### src/rtl/mem_ctrl_burst.sv
// mem_ctrl_burst: arbitrates the instruction-fetch and load/store channels
// onto one byte-serial RAM port. IF grants fetch a full line; LSB grants
// perform byte/half/word loads (with extension) or stores. Round-robin
// fairness, IO-aware store gating, pause/re-issue on rdy and flush handling.
module mem_ctrl_burst #(
    parameter int unsigned IF_LINE_BYTES = 4,
    parameter int unsigned ROB_WIDTH     = 4,
    parameter logic [31:0] IO_ADDR_MASK  = 32'h0003_0000
) (
    input  logic                       clk,
    input  logic                       rst,
    input  logic                       rdy,
    input  logic                       io_buffer_full,
    input  logic                       flush,
    input  logic [7:0]                 mem_din,
    output logic [7:0]                 mem_dout,
    output logic [31:0]                mem_a,
    output logic                       mem_wr,
    input  logic                       if_req,
    input  logic [31:0]                if_addr,
    output logic                       if_done,
    output logic [8*IF_LINE_BYTES-1:0] if_line,
    input  logic                       lsb_req,
    input  logic                       lsb_store,
    input  logic [1:0]                 lsb_width,
    input  logic                       lsb_signed,
    input  logic [31:0]                lsb_addr,
    input  logic [31:0]                lsb_val,
    input  logic [ROB_WIDTH-1:0]       lsb_rob_id,
    output logic                       lsb_done,
    output logic                       ld_valid,
    output logic [31:0]                ld_val,
    output logic [ROB_WIDTH-1:0]       ld_rob_id
);

    localparam int unsigned CNT_W = $clog2(IF_LINE_BYTES) + 1;

    localparam logic [1:0] ST_IDLE  = 2'd0;
    localparam logic [1:0] ST_IF_RD = 2'd1;
    localparam logic [1:0] ST_LS_RD = 2'd2;
    localparam logic [1:0] ST_LS_WR = 2'd3;

    // Sign/zero extension of a little-endian load of 1, 2 or 4 bytes.
    function automatic logic [31:0] load_extend(input logic [31:0] raw,
                                                input logic [1:0]  width,
                                                input logic        sgn);
        logic [31:0] res;
        case (width)
            2'd0:    res = {{24{sgn & raw[7]}}, raw[7:0]};
            2'd1:    res = {{16{sgn & raw[15]}}, raw[15:0]};
            default: res = raw;
        endcase
        return res;
    endfunction

    // IO region test: every mask bit must be set in the address.
    function automatic logic addr_is_io(input logic [31:0] addr);
        return ((addr & IO_ADDR_MASK) == IO_ADDR_MASK);
    endfunction

    logic [1:0]                 state_r;
    logic                       last_lsb_r;      // 1 = LSB was granted most recently
    logic [31:0]                addr_r;
    logic [1:0]                 width_r;
    logic                       signed_r;
    logic [31:0]                val_r;
    logic [ROB_WIDTH-1:0]       rob_r;
    logic                       io_r;
    logic [CNT_W-1:0]           nbytes_r;
    logic [CNT_W-1:0]           iss_r;           // bytes whose address has been issued
    logic [CNT_W-1:0]           cap_r;           // bytes captured (reads)
    logic                       addr_valid_r;    // mem_a this cycle is a live read address
    logic                       data_valid_r;    // mem_din this cycle belongs to byte cap_r
    logic [8*IF_LINE_BYTES-1:0] line_buf_r;

    logic                       if_pend_s;
    logic                       lsb_pend_s;
    logic                       grant_if_s;
    logic                       grant_lsb_s;
    logic [CNT_W-1:0]           lsb_n_s;
    logic                       last_byte_s;
    logic [31:0]                iss_addr_s;
    logic [7:0]                 wr_byte_s;
    logic [8*IF_LINE_BYTES-1:0] cap_line_s;

    // Arbitration: a channel's request is masked in its own done cycle; ties go round-robin.
    always_comb begin
        if_pend_s   = if_req  & ~if_done;
        lsb_pend_s  = lsb_req & ~lsb_done;
        grant_if_s  = 1'b0;
        grant_lsb_s = 1'b0;
        if (if_pend_s && lsb_pend_s) begin
            if (last_lsb_r) begin
                grant_if_s = 1'b1;
            end else begin
                grant_lsb_s = 1'b1;
            end
        end else if (lsb_pend_s) begin
            grant_lsb_s = 1'b1;
        end else if (if_pend_s) begin
            grant_if_s = 1'b1;
        end else begin
            grant_if_s  = 1'b0;
            grant_lsb_s = 1'b0;
        end
    end

    // Burst length, next issue address, outgoing store byte and last-capture flag.
    always_comb begin
        case (lsb_width)
            2'd0:    lsb_n_s = CNT_W'(1);
            2'd1:    lsb_n_s = CNT_W'(2);
            default: lsb_n_s = CNT_W'(4);
        endcase
        iss_addr_s  = addr_r + {{(32-CNT_W){1'b0}}, iss_r};
        last_byte_s = ((cap_r + CNT_W'(1)) == nbytes_r);
        case (iss_r[1:0])
            2'd0:    wr_byte_s = val_r[7:0];
            2'd1:    wr_byte_s = val_r[15:8];
            2'd2:    wr_byte_s = val_r[23:16];
            default: wr_byte_s = val_r[31:24];
        endcase
    end

    // Line buffer with the byte arriving on mem_din merged in at slot cap_r.
    always_comb begin
        cap_line_s = line_buf_r;
        for (int i = 0; i < int'(IF_LINE_BYTES); i++) begin
            if (cap_r == CNT_W'(i)) begin
                cap_line_s[8*i +: 8] = mem_din;
            end else begin
                cap_line_s[8*i +: 8] = line_buf_r[8*i +: 8];
            end
        end
    end

    // Main controller: grant, read pipeline with pause/re-issue, store sequencing.
    always_ff @(posedge clk) begin
        if (rst) begin
            state_r      <= ST_IDLE;
            last_lsb_r   <= 1'b0;
            addr_r       <= 32'h0;
            width_r      <= 2'd0;
            signed_r     <= 1'b0;
            val_r        <= 32'h0;
            rob_r        <= '0;
            io_r         <= 1'b0;
            nbytes_r     <= '0;
            iss_r        <= '0;
            cap_r        <= '0;
            addr_valid_r <= 1'b0;
            data_valid_r <= 1'b0;
            line_buf_r   <= '0;
            mem_a        <= 32'h0;
            mem_wr       <= 1'b0;
            mem_dout     <= 8'h00;
            if_done      <= 1'b0;
            if_line      <= '0;
            lsb_done     <= 1'b0;
            ld_valid     <= 1'b0;
            ld_val       <= 32'h0;
            ld_rob_id    <= '0;
        end else begin
            if_done  <= 1'b0;
            lsb_done <= 1'b0;
            ld_valid <= 1'b0;
            case (state_r)
                ST_IDLE: begin
                    mem_a        <= 32'h0;
                    mem_wr       <= 1'b0;
                    mem_dout     <= 8'h00;
                    addr_valid_r <= 1'b0;
                    data_valid_r <= 1'b0;
                    iss_r        <= '0;
                    cap_r        <= '0;
                    if (!flush && rdy && grant_lsb_s) begin
                        last_lsb_r <= 1'b1;
                        addr_r     <= lsb_addr;
                        width_r    <= lsb_width;
                        signed_r   <= lsb_signed;
                        val_r      <= lsb_val;
                        rob_r      <= lsb_rob_id;
                        io_r       <= addr_is_io(lsb_addr);
                        nbytes_r   <= lsb_n_s;
                        line_buf_r <= '0;
                        if (lsb_store) begin
                            state_r <= ST_LS_WR;
                            if (!(addr_is_io(lsb_addr) && io_buffer_full)) begin
                                mem_wr   <= 1'b1;
                                mem_a    <= lsb_addr;
                                mem_dout <= lsb_val[7:0];
                                iss_r    <= CNT_W'(1);
                            end
                        end else begin
                            state_r      <= ST_LS_RD;
                            mem_a        <= lsb_addr;
                            addr_valid_r <= 1'b1;
                            iss_r        <= CNT_W'(1);
                        end
                    end else if (!flush && rdy && grant_if_s) begin
                        last_lsb_r   <= 1'b0;
                        state_r      <= ST_IF_RD;
                        addr_r       <= if_addr;
                        io_r         <= 1'b0;
                        nbytes_r     <= CNT_W'(IF_LINE_BYTES);
                        line_buf_r   <= '0;
                        mem_a        <= if_addr;
                        addr_valid_r <= 1'b1;
                        iss_r        <= CNT_W'(1);
                    end
                end
                ST_IF_RD, ST_LS_RD: begin
                    if (flush) begin
                        // Speculative read is abandoned; partial data is dropped.
                        state_r      <= ST_IDLE;
                        mem_a        <= 32'h0;
                        addr_valid_r <= 1'b0;
                        data_valid_r <= 1'b0;
                    end else if (!rdy && !io_r) begin
                        // Drop anything in flight and rewind to the oldest uncaptured byte.
                        iss_r        <= cap_r;
                        addr_valid_r <= 1'b0;
                        data_valid_r <= 1'b0;
                    end else if (data_valid_r && last_byte_s) begin
                        state_r      <= ST_IDLE;
                        mem_a        <= 32'h0;
                        addr_valid_r <= 1'b0;
                        data_valid_r <= 1'b0;
                        line_buf_r   <= cap_line_s;
                        if (state_r == ST_IF_RD) begin
                            if_done <= 1'b1;
                            if_line <= cap_line_s;
                        end else begin
                            lsb_done  <= 1'b1;
                            ld_valid  <= 1'b1;
                            ld_val    <= load_extend(cap_line_s[31:0], width_r, signed_r);
                            ld_rob_id <= rob_r;
                        end
                    end else begin
                        // IO loads keep draining in-flight bytes while paused, never re-reading.
                        data_valid_r <= addr_valid_r;
                        if (data_valid_r) begin
                            line_buf_r <= cap_line_s;
                            cap_r      <= cap_r + CNT_W'(1);
                        end
                        if (rdy && (iss_r < nbytes_r)) begin
                            mem_a        <= iss_addr_s;
                            addr_valid_r <= 1'b1;
                            iss_r        <= iss_r + CNT_W'(1);
                        end else begin
                            addr_valid_r <= 1'b0;
                        end
                    end
                end
                ST_LS_WR: begin
                    // Stores are committed, so flush does not stop them.
                    if (!rdy) begin
                        mem_wr <= 1'b0;
                    end else if ((iss_r == '0) && io_r && io_buffer_full) begin
                        mem_wr <= 1'b0;
                    end else if (iss_r < nbytes_r) begin
                        mem_wr   <= 1'b1;
                        mem_a    <= iss_addr_s;
                        mem_dout <= wr_byte_s;
                        iss_r    <= iss_r + CNT_W'(1);
                    end else begin
                        state_r  <= ST_IDLE;
                        mem_wr   <= 1'b0;
                        mem_a    <= 32'h0;
                        mem_dout <= 8'h00;
                        lsb_done <= 1'b1;
                    end
                end
                default: begin
                    state_r <= ST_IDLE;
                end
            endcase
        end
    end

endmodule

### config.mk
export PLATFORM = sky130hd
export DESIGN_NAME = mem_ctrl_burst
export DESIGN_NICKNAME = d
export VERILOG_FILES = /design/src/rtl/mem_ctrl_burst.sv
export SDC_FILE = /design/constraint.sdc
export NUM_CORES = 1
export LEC_CHECK = 0
export ABC_AREA = 1
export BUFFER_PORTS_ARGS = -buffer_cell sky130_fd_sc_hd__buf_2
export CORE_MARGIN = 3
export CORE_UTILIZATION = 45
export CTS_BUF_LIST = sky130_fd_sc_hd__clkbuf_4 sky130_fd_sc_hd__clkbuf_8
export DETAILED_ROUTE_END_ITERATION = 8
export PLACE_DENSITY = 0.67
export SLEW_MARGIN = 10
export SYNTH_ARGS = -nofsm -noshare
export SYNTH_HDL_FRONTEND = slang
export SYNTH_SLANG_ARGS = --single-unit
### constraint.sdc
create_clock -name clk -period 3.6 [get_ports clk]
set_clock_uncertainty 0.1 [all_clocks]
set_input_delay 0.18 -clock clk [delete_from_list [all_inputs] [get_ports clk]]
set_output_delay 0.18 -clock clk [all_outputs]
set_load 0.02 [all_outputs]
==> summary.txt, run 1 <==
STA
  – RSZ-0062 raised after global routing: false
  – Final TNS setup: 0 ps
  – Rel. slew slack: 49.6%
  – Final period util: 88.1%
  – Final setup viols: 0
  – Hold Fails Final Rpt: 0
  – Post-route minimum period: 3170 ps
  – Slew Limit Fails: 0
  – Fmax: 0.315 GHz
  – Final WS setup: 429 ps
  – Tightest Pin Transition: 755 ps

CTS
  – Number of buffers created by CTS: 40
  – CTS resizes: 0
  – CTS tree: built
  – Clk slew on worst S/H paths: 60 ps
  – Root buf cell: clkbuf_8
  – Clock Latency Late Sink: 540 ps
  – H-tree depth: 2
  – Sinks on Clock Net: 230
  – CTS Buffer Depth: 3

Pwr
  – Pleak: 0.00713 uW
  – Cell Pwr Density: 620 mW/mm^2
  – Maximum VDD drop: 0.405 mV

Synth
  – EDFF count, synth: 0
  – Synth warnings: 0
  – Syn Std Cell Area: 0.0117 sq mm
  – Synth unique cells: 41
  – Synthesis-stage register bit count: 230
  – Ranking of synthesized cells by area: dfxtp_1 39%, nand2_1 14%, a21oi_1 9.3%
  – Post-synth top flop: dfxtp_1
  – Mean post-synth cell area: 6.59 sq um
  – Seq/Total Area, Yosys: 39.2%
  – Top cell type's share of synthesized area: 39.2%
  – Top cell types by occurrence after synthesis: 443 x nand2_1, 230 x dfxtp_1, 219 x a21oi_1
  – Synth Instances: 1782
  – Post-synth ARST share: 0%
  – Most frequent cell after synthesis: nand2_1
  – Cell taking the most area after synthesis: dfxtp_1
  – Post-Syn Nets: 1922

Worst setup path
  – End of the critical path: addr_r[0]
  – FF-to-FF setup slack: 430 ps
  – CP Launch Point: state_r[0]
  – Worst EP required: 3910 ps
  – CP Max Fanout: 33
  – Critical R2R Capture: addr_r[0]
  – R2R Path Start: state_r[0]
  – CP arrival: 3480 ps
  – CP Capture Type: flop
  – WS Path Type: reg2reg
  – FF-to-FF path depth: 9
  – Setup crit start kind: flop

Drt
  – Routed WL: 37600 um
  – Via count: 12658
  – Final ANT Viol Nets: 0
  – Avg WL per Cell: 15.3 um
  – DR iter-0 viols: 1073
  – Vias/cell: 5.13
  – Drt pass-1 iters: 5
  – Residual DRC: 0

Die
  – Total die area: 0.0281 sq mm
  – Core area: 0.0254 sq mm
  – Die Wd: 168 um
  – Row count: 58
  – Die H: 168 um
  – Ports: 231
  – Starting Density: 46.2%

Global route
  – First-pass GRT wire length: 61100 um
  – Largest net degree at the start of global routing: 74
  – GRT Overall Usage: 25.9%
  – Initial antenna violation count: 5
  – Vias in the first global route: 12039
  – Overflow after GRT: 0

Place
  – Gpl congestion: 0.922
  – Placed cells: 2261
  – I/O Buffers: 230
  – Post-placement setup slack: 996 ps
  – Dpl hpwl: 24800 um

Final layout
  – Non-filler cells, final: 2468
  – Area Overhead vs Synth: 29.8%
  – Share of cells above drive strength 1: 16.3%
  – NumNets Final: 2249

Hold path
  – Worst hold stages: 7
  – Min-Delay Path Class: in2reg

Run
  – Max-cap violations: 0

Outcome
  – Status: completed
## final cells by class
cell class,instances,area (sq um)
multi-input combinational,1247,5940
timing repair buffer,386,2680
tap,330,413
inverter,204,769
fill,2418,10200
sequential,230,4600
clock inverter,6,60.1
antenna,3,7.51
clock buffer,62,778
## worst max-delay path: stages (launching register included)
cell,delay (ps)
dfxtp_1,360
inv_1,100
ha_1,170
inv_1,120
buf_4,220
nor2_2,560
inv_2,470
a21oi_1,250
a21oi_1,90
dlygate4sd3_1,560
## per-layer routing
| metal | wire length [um] | GRT usage (%) | up-vias | share of wire, % |
|---|---|---|---|---|
| li1 | - | - | 6374 | - |
| met1 | 16000 | 33.5 | 5719 | 43 |
| met2 | 17600 | 43.2 | 459 | 47 |
| met3 | 2610 | 4.63 | 102 | 6.9 |
| met4 | 1360 | 10.0 | 4 | 3.6 |
| met5 | 34 | 0 | - | 0.090 |
## worst min-delay path by stage
stage | from | endpoint | slack (ps)
after global placement | lsb_rob_id[0] | rob_r[0] | 300
after CTS | if_addr[24] | mem_a[24] | 6
after global routing | if_addr[19] | mem_a[19] | 60
final | if_addr[24] | mem_a[24] | 40
after detailed placement | lsb_val[28] | val_r[28] | 310
after floorplan | lsb_val[10] | val_r[10] | 210
## stage by stage
step | utilization, % | cell area, sq um | total power [uW] | hold slack [ps]
global placement | 51.3 | 13000 | 6700 | 304
CTS | 60.0 | 15200 | 9480 | 6.14
floorplan | - | 11700 | 5770 | 215
detailed placement | 51.3 | 13000 | 6750 | 307
global route | 60.0 | 15200 | 10100 | 64.1
finish | 60.0 | 15200 | 9460 | 35.7
## registers in the layout (all words and copies together), names as in the netlist, 2 cells and up
| name | cells |
|---|---|
| addr_r | 32 |
| cap_r | 3 |
| if_line | 32 |
| iss_r | 3 |
| ld_rob_id | 4 |
| ld_val | 32 |
| line_buf_r | 32 |
| mem_a | 32 |
| mem_dout | 8 |
| nbytes_r | 3 |
| rob_r | 4 |
| state_r | 2 |
| val_r | 32 |
| width_r | 2 |
## cell families after synthesis
group | Yosys count | synth area share, %
muxes | 21 | 1.79
and+or+nand+nor | 769 | 26.8
adders and majority gates | 21 | 2.30
xor gates and xnor gates | 15 | 1.12
buffers and inverters | 305 | 10.3
DFF | 230 | 39.2
AOI/OAI and AO/OA | 421 | 18.5
## power by group
part | internal (uW) | total (uW) | switching [uW] | leakage, uW
clock network | 1440 | 2520 | 1080 | 0.000441
registers | 2960 | 3250 | 287 | 0.00187
logic | 1210 | 3690 | 2490 | 0.00482
total | 5610 | 9460 | 3850 | 0.00713
## cells in the final DEF, fill, tap and decap left out, types with 26 or more instances in the layout
cell type and instances:
nor2_1 190, nand3_1 100, a21oi_1 219, nand2_1 443
clkbuf_8 50, buf_2 230, inv_1 190, dlygate4sd3_1 136
o21ai_0 148, dfxtp_1 230, o21ai_1 26
## timing repair
item,4_1_cts,5_1_grt
buffers inserted,0,0
hold endpoints to repair,115,0
hold buffers,136,0
(Power assumes the default switching activity.)
==> inputs of run 2 (changes only) <==
--- a/config.mk
+++ b/config.mk
@@ -7,11 +7,13 @@
 export LEC_CHECK = 0
 export ABC_AREA = 1
 export BUFFER_PORTS_ARGS = -buffer_cell sky130_fd_sc_hd__buf_2
+export CELL_PAD_IN_SITES_DETAIL_PLACEMENT = 1
+export CELL_PAD_IN_SITES_GLOBAL_PLACEMENT = 1
 export CORE_MARGIN = 3
-export CORE_UTILIZATION = 45
+export CORE_UTILIZATION = 43
 export CTS_BUF_LIST = sky130_fd_sc_hd__clkbuf_4 sky130_fd_sc_hd__clkbuf_8
 export DETAILED_ROUTE_END_ITERATION = 8
-export PLACE_DENSITY = 0.67
+export PLACE_DENSITY_LB_ADDON = 0.1
 export SLEW_MARGIN = 10
 export SYNTH_ARGS = -nofsm -noshare
 export SYNTH_HDL_FRONTEND = slang
==> summary.txt, run 2 (synthesis results as in run 1) <==
STA
  – RSZ-0062 raised after global routing: false
  – Final TNS setup: 0 ps
  – Final period util: 93.3%
  – Tightest Pin Transition: 808 ps
  – Rel. slew slack: 46.1%
  – Fmax: 0.298 GHz
  – Slew Limit Fails: 0
  – Final setup viols: 0
  – Post-route minimum period: 3360 ps
  – Hold Fails Final Rpt: 0

Die
  – Ports: 231
  – Core area: 0.0264 sq mm
  – Total die area: 0.0293 sq mm
  – Die Wd: 171 um
  – Starting Density: 44.4%
  – Row count: 59
  – Die H: 171 um

Drt
  – DR iter-0 viols: 759
  – Vias/cell: 5.42
  – Via count: 13421
  – Final ANT Viol Nets: 0
  – Avg WL per Cell: 18.4 um
  – Drt pass-1 iters: 5
  – Residual DRC: 0
  – Routed WL: 45400 um

Worst setup path
  – CP arrival: 3690 ps
  – Worst EP required: 3930 ps
  – Setup crit start kind: flop
  – WS Path Type: reg2reg
  – CP Max Fanout: 37
  – CP Capture Type: flop

Pwr
  – Total Power: 9920 uW
  – Cell Pwr Density: 647 mW/mm^2
  – Pleak: 0.00718 uW
  – Maximum VDD drop: 0.331 mV

Final layout
  – Most frequent cells in the layout: 443 x nand2_1, 230 x dfxtp_1, 230 x buf_2
  – NumNets Final: 2249
  – Share of cells above drive strength 1: 16.4%
  – Commonest non-fill, non-tap cell in the layout: nand2_1
  – Area Overhead vs Synth: 30.6%

CTS
  – Post CTS Setup Buffer Count: 0
  – CTS Buffer Depth: 3
  – H-tree depth: 2
  – CTS tree: built
  – Clk slew on worst S/H paths: 60 ps
  – Clock Latency Late Sink: 550 ps
  – Sinks on Clock Net: 230
  – Number of buffers created by CTS: 42
  – Root buf cell: clkbuf_8
  – Hold Buf Count CTS: 137
  – CTS resizes: 0

Place
  – Gpl congestion: 0.897
  – Dpl hpwl: 28200 um
  – I/O Buffers: 230

Global route
  – Largest net degree at the start of global routing: 92
  – First-pass GRT wire length: 72200 um
  – Initial antenna violation count: 2
  – Vias in the first global route: 14160
  – GRT Overall Usage: 30.3%
  – Overflow after GRT: 0

Hold path
  – Min-Delay Path Class: in2reg

Outcome
  – Status: completed

Run
  – Max-cap violations: 0
run 2: worst max-delay path, stage by stage (launching register included):
cell and delay, ps:
dfxtp_1 370, nand3_1 350, nand2_4 580, clkinv_2 560
buf_4 420, nand2_1 130, a21oi_1 100, dlygate4sd3_1 590
run 2: layout make-up:
class	instances	area, sq um
fill	3547	11100
multi-input combinational	1247	5940
sequential	230	4600
timing repair buffer	384	2680
clock buffer	66	827
inverter	204	769
tap	335	419
clock inverter	7	93.8
antenna	2	5.00
run 2: final timing paths:
check                   start     endpoint  slack (ps)  cells past startpoint
hold / removal    if_addr[24]    mem_a[24]          40                      7
hold reg to reg   if_line[20]  if_line[20]         340                      2
setup reg to reg   last_lsb_r    addr_r[2]         240                      7
setup / recovery   last_lsb_r    addr_r[2]         240                      7
run 2: routing by layer:
layer	routed length (um)	share of wire (%)	global-route usage (%)	up-vias
met5	13	0.029	0	-
met4	1710	3.8	12.6	2
met3	2410	5.3	4.83	136
met2	22200	49	53.5	443
met1	19100	42	36.8	6470
li1	-	-	-	6370
run 2: power breakdown:
part           total (uW)  leakage, uW  switching (uW)  internal (uW)
Combinational        3910      0.00482            2700           1200
Clock                2740     0.000487            1140           1600
Sequential           3270      0.00187             313           2960
run 2: through the flow:
step           utilization [%]  hold WS [ps]  setup slack (ps)  cells  instance area [sq um]
6_report                  58.0          39.2               243   2475                  15300
3_5_place_dp              49.3           308               713   2263                  13000
5_1_grt                   58.0          70.3               122   2474                  15300
4_1_cts                   58.0          12.8               402   2473                  15300
2_1_floorplan                -           215              1510   1782                  11700
3_3_place_gp              49.3           300               838   2263                  13000
==> inputs of run 3 (changes only) <==
--- a/config.mk
+++ b/config.mk
@@ -9,9 +9,8 @@
 export BUFFER_PORTS_ARGS = -buffer_cell sky130_fd_sc_hd__buf_2
 export CELL_PAD_IN_SITES_DETAIL_PLACEMENT = 1
 export CELL_PAD_IN_SITES_GLOBAL_PLACEMENT = 1
-export CORE_MARGIN = 3
 export CORE_UTILIZATION = 43
-export CTS_BUF_LIST = sky130_fd_sc_hd__clkbuf_4 sky130_fd_sc_hd__clkbuf_8
+export CTS_BUF_LIST = sky130_fd_sc_hd__clkbuf_4
 export DETAILED_ROUTE_END_ITERATION = 8
 export PLACE_DENSITY_LB_ADDON = 0.1
 export SLEW_MARGIN = 10
==> summary.txt, run 3 (synthesis results as in run 1) <==
Pwr
  – Cell Pwr Density: 636 mW/mm^2
  – Maximum VDD drop: 0.428 mV
  – Pleak: 0.00725 uW

STA
  – Hold Fails Final Rpt: 0
  – Fmax: 0.305 GHz
  – Final period util: 91.0%
  – Final TNS setup: 0 ps
  – Post-route minimum period: 3280 ps
  – RSZ-0062 raised after global routing: false
  – Tightest Pin Transition: 1030 ps
  – Final setup viols: 0
  – WHS: 114 ps
  – Final WS setup: 324 ps
  – Rel. slew slack: 31.0%
  – Slew Limit Fails: 0

CTS
  – Number of buffers created by CTS: 66
  – CTS resizes: 0
  – Clock Latency Late Sink: 680 ps
  – Clk slew on worst S/H paths: 70 ps
  – CTS tree: built
  – CTS Buffer Depth: 3
  – Sinks on Clock Net: 230
  – Root buf cell: clkbuf_4
  – H-tree depth: 3
  – Hold Buf Count CTS: 149
  – Post CTS Setup Buffer Count: 0

Die
  – Row count: 60
  – Core area: 0.0269 sq mm
  – Total die area: 0.0280 sq mm
  – Ports: 231
  – Starting Density: 43.7%
  – Die H: 167 um
  – Die Wd: 167 um

Global route
  – GRT Overall Usage: 32.7%
  – Largest net degree at the start of global routing: 85
  – Overflow after GRT: 0
  – Initial antenna violation count: 2
  – Vias in the first global route: 14619
  – First-pass GRT wire length: 74200 um

Final layout
  – Area Overhead vs Synth: 31.1%
  – NumNets Final: 2285
  – Most frequent cells in the layout: 443 x nand2_1, 230 x dfxtp_1, 230 x buf_2
  – Share of cells above drive strength 1: 17.4%
  – Commonest non-fill, non-tap cell in the layout: nand2_1

Worst setup path
  – Slowest library cell on the worst path: inv_2
  – Setup crit start kind: flop
  – Worst EP required: 4060 ps
  – Top Family by Delay on Critical Path: buffers and inverters
  – Worst path max stage delay: 610 ps
  – CP Cell Sequence: inv_1, ha_1, inv_1, nor2_2, buf_4, inv_2, a21oi_1, a21oi_1, dlygate4sd3_1
  – CP Max Fanout: 38
  – CP arrival: 3740 ps
  – CP Buf/Inv Count: 5
  – CP Capture Type: flop
  – WS Path Type: reg2reg

Drt
  – Routed WL: 46100 um
  – Via count: 13553
  – DR iter-0 viols: 816
  – Avg WL per Cell: 18.2 um
  – Vias/cell: 5.35
  – Drt pass-1 iters: 5
  – Final ANT Viol Nets: 0
  – Residual DRC: 0

Outcome
  – Status: completed

Place
  – Dpl hpwl: 27400 um
  – I/O Buffers: 230
  – Gpl congestion: 0.872
  – Post-placement setup slack: 590 ps

Run
  – Max-cap violations: 0

Hold path
  – Min-Delay Path Class: in2reg
## run 3: changes by cell type in the layout (fill, tap and decap cells not counted)
cell	change
clkbuf_4	+85
clkbuf_8	-53
clkinv_1	+12
dlygate4sd3_1	+12
clkinv_2	-2
clkinv_4	+1
clkinvlp_4	-1
inv_2	+1
inv_8	-1
## run 3: final cells by class
cell class,count,area [sq um]
clock inverters,17,123
diodes,2,5.00
inverters,204,769
fillers,3616,11500
well taps,341,427
multi-input cells,1247,5940
flip-flops and latches,230,4600
clock buffers,98,736
repair buffers,396,2800
## run 3: per-layer routing
metal  global-route usage [%]  up-vias  part of all wire [%]
li1                         -     6470                     -
met1                     39.1     6544                    42
met2                     57.6      422                    49
met3                     5.22      117                   5.2
met4                     14.9        0                   3.2
met5                        0        -                     0
## run 3: path summary, 6_finish.rpt
check,start,endpoint,slack [ps],depth (start not counted)
worst max-delay path,state_r[0],addr_r[31],320,9
worst min-delay path,if_req,mem_a[19],110,9
worst max register to register,state_r[0],addr_r[31],320,9
worst min register to register,if_line[23],if_line[23],340,2
## run 3: metrics by stage
step	cell area [sq um]	utilization, %	std cells	power, uW
2_1_floorplan	11700	-	1782	5770
5_1_grt	15400	57.3	2535	10400
6_report	15400	57.3	2535	9790
3_3_place_gp	13000	48.5	2269	6760
4_1_cts	15400	57.3	2533	9710
3_5_place_dp	13000	48.5	2269	6920
## run 3: power breakdown
part / leakage, uW / internal [uW] / total (uW) / switching (uW)
Clock: 0.000510 / 1390 / 2570 / 1190
Combinational: 0.00487 / 1220 / 3930 / 2710
Sequential: 0.00187 / 2960 / 3290 / 329
Total: 0.00725 / 5560 / 9790 / 4230
## run 3: worst min-delay path: stages
cell and delay, ps:
buf_2 110, nand2_1 60, nor2_1 40, nand2_1 120, o21ai_1 80, nand2_1 50, nand2_1 40, nor2_1 90
nor2_1 40
